`src/rtl/shift_seq_counter.sv`:
```
`default_nettype none
// ============================================================================
//  Module   : shift_seq_counter
//  Purpose  : WIDTH-bit shift-register sequence source stepping in ring,
//             Johnson or Fibonacci-LFSR mode, with parallel load, illegal
//             state recovery to SEED, a seed-return pulse and a measured
//             seed-to-seed period.
//  Revision : 1.0  initial parametrised release
// ============================================================================
module shift_seq_counter #(
    parameter int               WIDTH = 4,
    parameter logic [WIDTH-1:0] SEED  = {{(WIDTH-1){1'b0}}, 1'b1},
    parameter logic [WIDTH-1:0] TAPS  = WIDTH'(4'b1100)
) (
    input  logic             clk,
    input  logic             rst,
    input  logic             en,
    input  logic             load,
    input  logic [WIDTH-1:0] load_val,
    input  logic [1:0]       mode,
    output logic [WIDTH-1:0] q,
    output logic             wrap,
    output logic             err,
    output logic [WIDTH:0]   period,
    output logic             period_vld
);

    localparam int         c_CNT_W   = WIDTH + 1;
    localparam logic [1:0] c_RING    = 2'b00;
    localparam logic [1:0] c_JOHNSON = 2'b01;
    localparam logic [1:0] c_LFSR    = 2'b10;
    localparam logic [1:0] c_HOLD    = 2'b11;

    logic [WIDTH-1:0]   r_q;
    logic [c_CNT_W-1:0] r_cnt;
    logic [c_CNT_W-1:0] r_period;
    logic [1:0]         r_mode;
    logic               r_wrap;
    logic               r_err;
    logic               r_vld;

    logic [WIDTH-1:0]   w_next;
    logic               w_legal;
    logic               w_step;
    logic               w_mode_chg;
    logic [4:0]         w_ones;
    logic [4:0]         w_trans;
    logic [c_CNT_W-1:0] w_cnt_base;
    logic [c_CNT_W-1:0] w_cnt_inc;

    // Next state, legality of the current state and the saturating step count
    always_comb begin
        w_next     = r_q;
        w_legal    = 1'b1;
        w_ones     = '0;
        w_trans    = '0;
        w_step     = en && (mode != c_HOLD);
        w_mode_chg = (mode != r_mode);

        // Johnson states have at most one edge between adjacent bits
        for (int i = 0; i < WIDTH; i++) begin
            w_ones = w_ones + 5'(r_q[i]);
        end
        for (int i = 0; i < WIDTH - 1; i++) begin
            w_trans = w_trans + 5'(r_q[i] ^ r_q[i+1]);
        end

        case (mode)
            c_RING: begin
                w_next  = {r_q[WIDTH-2:0], r_q[WIDTH-1]};
                w_legal = (w_ones == 5'd1);
            end
            c_JOHNSON: begin
                w_next  = {r_q[WIDTH-2:0], ~r_q[WIDTH-1]};
                w_legal = (w_trans <= 5'd1);
            end
            c_LFSR: begin
                w_next  = {r_q[WIDTH-2:0], ^(r_q & TAPS)};
                w_legal = (r_q != '0);
            end
            default: begin
                w_next  = r_q;
                w_legal = 1'b1;
            end
        endcase

        // A mode change restarts the measurement with this step counted as 1
        w_cnt_base = w_mode_chg ? '0 : r_cnt;
        w_cnt_inc  = (w_cnt_base == {c_CNT_W{1'b1}}) ? w_cnt_base
                                                     : w_cnt_base + 1'b1;
    end

    // State register, pulses and period measurement
    always_ff @(posedge clk) begin
        if (rst) begin
            r_q      <= SEED;
            r_cnt    <= '0;
            r_period <= '0;
            r_mode   <= c_RING;
            r_wrap   <= 1'b0;
            r_err    <= 1'b0;
            r_vld    <= 1'b0;
        end else if (load) begin
            // Loaded value is checked only when it is next stepped
            r_q    <= load_val;
            r_cnt  <= '0;
            r_wrap <= 1'b0;
            r_err  <= 1'b0;
            r_vld  <= 1'b0;
        end else if (w_step) begin
            r_mode <= mode;
            if (!w_legal) begin
                r_q    <= SEED;
                r_err  <= 1'b1;
                r_wrap <= 1'b0;
                r_cnt  <= '0;
                if (w_mode_chg) begin
                    r_vld <= 1'b0;
                end
            end else begin
                r_q   <= w_next;
                r_err <= 1'b0;
                if (w_next == SEED) begin
                    r_wrap   <= 1'b1;
                    r_period <= w_cnt_inc;
                    r_vld    <= 1'b1;
                    r_cnt    <= '0;
                end else begin
                    r_wrap <= 1'b0;
                    r_cnt  <= w_cnt_inc;
                    if (w_mode_chg) begin
                        r_vld <= 1'b0;
                    end
                end
            end
        end else begin
            r_wrap <= 1'b0;
            r_err  <= 1'b0;
        end
    end

    assign q          = r_q;
    assign wrap       = r_wrap;
    assign err        = r_err;
    assign period     = r_period;
    assign period_vld = r_vld;

endmodule
`default_nettype wire

```
`config.mk`:
```
export PLATFORM = sky130hd
export DESIGN_NAME = shift_seq_counter
export DESIGN_NICKNAME = d
export VERILOG_FILES = /design/src/rtl/shift_seq_counter.sv
export SDC_FILE = /design/constraint.sdc
export NUM_CORES = 1
export LEC_CHECK = 0
export CORE_MARGIN = 1
export CORE_UTILIZATION = 53
export CTS_BUF_LIST = sky130_fd_sc_hd__clkbuf_8
export DETAILED_ROUTE_END_ITERATION = 10
export HOLD_SLACK_MARGIN = 0.02
export PLACE_DENSITY = 0.77
export SYNTH_ARGS = -nofsm -noshare
export SYNTH_HDL_FRONTEND = slang
export SYNTH_SLANG_ARGS = --single-unit
```
`constraint.sdc`:
```
create_clock -name clk -period 3.6 [get_ports clk]
set_input_delay 0.54 -clock clk [delete_from_list [all_inputs] [get_ports clk]]
set_output_delay 0.54 -clock clk [all_outputs]
set_load 0.01 [all_outputs]
```
# Yosys cells after proc, flatten, opt, wreduce, memory -nomap -nowiden
# Cells that the tools add are included.
op_classes:
  n_addsub: 6
  order_cmp: 1
  eq_ne: 7
  n_mux: 14
  bitwise: 7
  n_reduce_logical: 10
ops:
  columns: ["op", "count"]
  rows:
  - ["5-bit 2-to-1 mux", 4]
  - ["4-bit 2-to-1 mux", 3]
  - ["4-bit case mux with 3 select lines", 1]
  - ["4-bit by 1-bit equality test with 1-bit output, second input constant", 2]
  - ["2-bit by 1-bit adder with 3-bit output", 2]
  - ["5-bit by 1-bit adder with 5-bit output, second input constant", 1]
  - ["5-bit equality test, second input constant", 1]
  - ["1-bit 2-to-1 mux", 5]
  - ["1-bit by 1-bit adder with 2-bit output", 2]
  - ["3-bit by 1-bit adder with 4-bit output", 1]
  - ["1-bit NOT", 4]
  - ["4-bit AND reduction", 1]
  - ["4-bit nonzero test", 1]
  - ["4-bit OR reduction", 1]
  - ["4-bit parity", 1]
  - ["3-bit by 1-bit <= comparator with 1-bit output, second input constant", 1]
  - ["1-bit case mux with 3 select lines", 1]
  - ["3-bit OR reduction", 1]
  - ["1-bit XOR", 3]
  - ["2-bit by 1-bit equality test with 1-bit output, second input constant", 1]
  - ["2-bit equality test, second input constant", 1]
  - ["2-bit zero test", 1]
  - ["2-bit inequality test", 1]
  - ["2-bit inequality test, second input constant", 1]
  - ["other kinds (4)", 4]
word_totals:
  register_bits: 19
  inputBits: 10
  elab_cells: 52

# Logic depth before layout (Yosys ltp)
depth:
  ltp_word: 8
  depth_mapped: 11

# Worst setup path before layout
# OpenSTA, ideal clock, no wires.
synth_path:
  path_kind: "reg-to-reg"
  startpoint: "reg r_q[1], in the netlist q[1]"
  endpoint: "reg r_period[0], in the netlist period[0]"
  setup_time_ns: 0.078
  arrival_ns: 2.736
  required_ns: 3.522
  path_slack_ns: 0.787
  path_stages_with_launch: 12
  n_path_buf: 1
  synth_period_minus_slack_ns: 2.813
  cell_sequence: "dfxtp_1 -> inv_1 -> fa_1 -> inv_1 -> ha_1 -> ha_1 -> or4b_4 -> a211oi_2 -> or2_2 -> buf_6 -> a21oi_1 -> nor3_1"
synth_via:
  elab_chain_len: 6
synth_rtl:
  columns: ["item", "line_no", "source"]
  rows:
  - ["start: declaration", "34", "logic [WIDTH-1:0] r_q;"]
  - ["start signal: assignment", "105", "r_q <= load_val;"]
  - ["start signal: assignment", "121", "r_q <= w_next;"]
  - ["1-bit by 1-bit adder with 2-bit output or 1-bit XOR (tied branches)", "62, 65", null]
  - ["2-bit by 1-bit adder with 3-bit output or 1-bit by 1-bit adder with 2-bit output (tied branches)", "62, 65", null]
  - ["3-bit by 1-bit adder with 4-bit output or 2-bit by 1-bit adder with 3-bit output (tied branches)", "62, 65", null]
  - ["4-bit by 1-bit equality test with 1-bit output or 3-bit by 1-bit <= comparator with 1-bit output (tied branches)", "71, 75", null]
  - ["1-bit case mux with 3 select lines", "68", "case (mode)"]
  - ["4-bit AND reduction (no line) *", null, null]
  - ["end signal: assignment", "125", "r_period <= w_cnt_inc;"]
  - ["end: declaration", "36", "logic [c_CNT_W-1:0] r_period;"]
# Mark *: on every way between the ends. The rest lies on a longest branch, timed or not.
# A chain may end at the register's enable or synchronous reset.

# Worst setup path in the final report
layout_path:
  startpoint: "reg r_q[1], in the netlist q[1]"
  endpoint: "reg r_period[1], in the netlist period[1]"
# Same word-level chain as after synthesis.

==> qor.yml <==
status: "completed"
io_pins: 22
clk_latency_ps: 260
yosys-top-cells-area: "dfxtp_1 33%, ha_1 6.5%, a21oi_1 5.6%"
reg2reg_slack_ps: 630
cp_max_fo: 11
cp_top_family: "simple AND/OR/NAND/NOR gates"
clock_skew_ps: 5.190
ctsResizeCount: 0
total_power_uw: 486.3
start_util_pct: 57.87
cts_setup_buffers: 0
synth_top_flop_cell: "dfxtp_1"
drt_iter0_drc: 39
peakVddDrop_mv: 0.2243
first_global_vias: 985
syn_inst: 139
fin_nets: 175
synth_warnings: 0
clk_path_buf_depth: 2
yosysUniqueCellTypes: 38
end_kind: "flop"
wl_per_cell_um: 14.54
rows: 16
fmax_ghz: 0.3368
synth_edf_count: 0
hold_buffers: 0
rsz0062_at_grt: "no"
port_buffers: 21
reg2reg_from: "q[1]$_SDFFE_PP0P_"
r2r_end: "period[1]$_SDFFE_PP0P_"
drt-total-wl_um: 2676
yosysSeqAreaShare_pct: 32.83
cts_made_buffers: 3
gp_congestion: 0.7971
vias: 1109
synthesis.nets: 156
fin_setup_tns_ps: 0
power_leakage_uw: 0.0005584
coreArea_mm2: 0.002002
hold_viol: 0
syn_area_per_cell_um2: 8.335
gr-total-overflow: 0
clk_transition_reported_paths_ps: 70
drc: 0
antenna_cells: 0
track_usage_pct: 24.07
crit_slowest_cell: "or4b_4"
critPathMaxStageDelay_ps: 540
cts_sinks: 19
die_w_um: 48.76
die_y_um: 48.76
ant_nets: 0
dp_hpwl_um: 2012
min-delay-path-class: "reg2reg"
grt_max_degree: 17
critPathKind: "reg2reg"
cts.htree.levels: 1
crit_buf_inv: 2
via_per_inst: 6.027
drive_gt1_share_pct: 9.554
fin_crit_ps: 2969
powerDensity_mw_per_mm2: 344.6
whs_path_depth: 2
cts_root_buf: "clkbuf_8"
firstDrtPassIters: 4
yosys.area.top_type: "dfxtp_1"
hp-start: "period[4]$_SDFFE_PP0P_"
worst_pin_slew_ps: 672.8
syn_area_mm2: 0.001159
grt_pass1_wl_um: 4429
synth.top_cell.area_share_pct: 32.83
synth_seq_cells: 19
arrival_ps: 3150
area_growth_pct: 21.81
synthTopCellsByCount: "19 x dfxtp_1, 13 x a21oi_1, 12 x nand2_1, 12 x nor2_1"
synth-async-reset-ratio_pct: 0
setup_viol: 0
crit_chain: "inv_1, fa_1, inv_1, ha_1, ha_1, or4b_4, a211oi_2, or2_2, a21oi_1, nor3_1"
cts_tree: "done"
antenna_found_initial: 0
cap_violations: 0
final_max_slew_viol_count: 0
slew_headroom_pct: 54.73
fin_crit_sh_pct: 82.47
die_area_mm2: 0.002377
cp.required_ps: 3780
synth_most_common_cell: "dfxtp_1"
r2r_cells: 10
cp-start-kind: "flop"
hold_path_end: "period[4]$_SDFFE_PP0P_"
## kinds of logic (layout without fill, tap and decap cells)
kind of cell	count (synthesis)	count (layout)	share of synthesized area, %
multiplexers	5	5	4.536
XOR/XNOR	5	5	3.780
AO/OA/AOI/OAI	37	37	22.14
buffers and inverters	15	33	6.156
AND/OR/NAND/NOR	51	51	22.35
adder cells (fa/ha/maj)	7	7	8.207
flip-flops	19	19	32.83
## worst min-delay path: stages (launching register included)
cell     delay (ps)
dfxtp_1         310
o21ai_0          60
a21oi_1          60
## power by group
part / internal [uW] / switching, uW / leakage [uW] / total, uW
Sequential: 216 / 6.40 / 0.000154 / 223
Combinational: 49.6 / 60.9 / 0.000379 / 111
Clock: 77.2 / 76.0 / 0.0000255 / 153
## cell usage in the layout, fill, tap and decap left out, types with 2 or more instances in the layout
cell             count
a31oi_1              2
nand4_1              2
nand3_1              4
nand2b_1             2
or2_2                3
inv_1                7
dfxtp_1             19
ha_1                 6
clkbuf_8             3
nor2_1              12
clkdlybuf4s50_1     21
nor3_1               7
xor2_1               4
o221a_2              3
and2_1               2
o21ai_0              7
nand2_1             12
mux2i_1              3
a32oi_1              5
mux2_2               2
a21oi_1             13
## layer usage
metal	GRT usage, %	part of all wire, %	up-vias
met5	0	0	-
met2	40.28	49	35
met4	10.78	2.2	0
met3	3.145	4.1	8
met1	30.66	45	522
li1	-	-	544
## how the worst max path moves through the flow
stage,startpoint,to,cells past startpoint
after floorplan,q[1]$_SDFFE_PP0P_,period[0]$_SDFFE_PP0P_,11
after global placement,mode[1],period[1]$_SDFFE_PP0P_,10
after detailed placement,mode[1],period[1]$_SDFFE_PP0P_,10
after CTS,q[1]$_SDFFE_PP0P_,period[1]$_SDFFE_PP0P_,10
after global routing,q[1]$_SDFFE_PP0P_,period[1]$_SDFFE_PP0P_,10
final,q[1]$_SDFFE_PP0P_,period[1]$_SDFFE_PP0P_,10
## registers in the layout (all words and copies together), names as in the netlist
signal,count
q,4
period_vld,1
r_mode,2
r_cnt,5
err,1
period,5
wrap,1
## layout make-up
class,instances,area [um^2]
Sequential cell,19,380.4
Clock inverter,1,5.005
Multi-Input combinational cell,105,706.9
Tap cell,27,33.78
Fill cell,168,590.6
Inverter,7,26.28
Timing Repair Buffer,22,217.7
Clock buffer,3,41.29
## stage by stage
| stage | worst slack [ps] | utilization [%] | area [um^2] | cells | hold slack (ps) |
|---|---|---|---|---|---|
| after floorplan | 786.6 | - | 1159 | 139 | 465.4 |
| after global placement | 604.2 | 68.19 | 1365 | 180 | 465.6 |
| after detailed placement | 409.9 | 68.19 | 1365 | 180 | 469.7 |
| after CTS | 608.1 | 70.50 | 1411 | 184 | 481.6 |
| after global routing | 468.2 | 70.50 | 1411 | 184 | 504.3 |
| final | 631.1 | 70.50 | 1411 | 184 | 484.2 |
No activity file was read; power rests on OpenSTA's default activity.
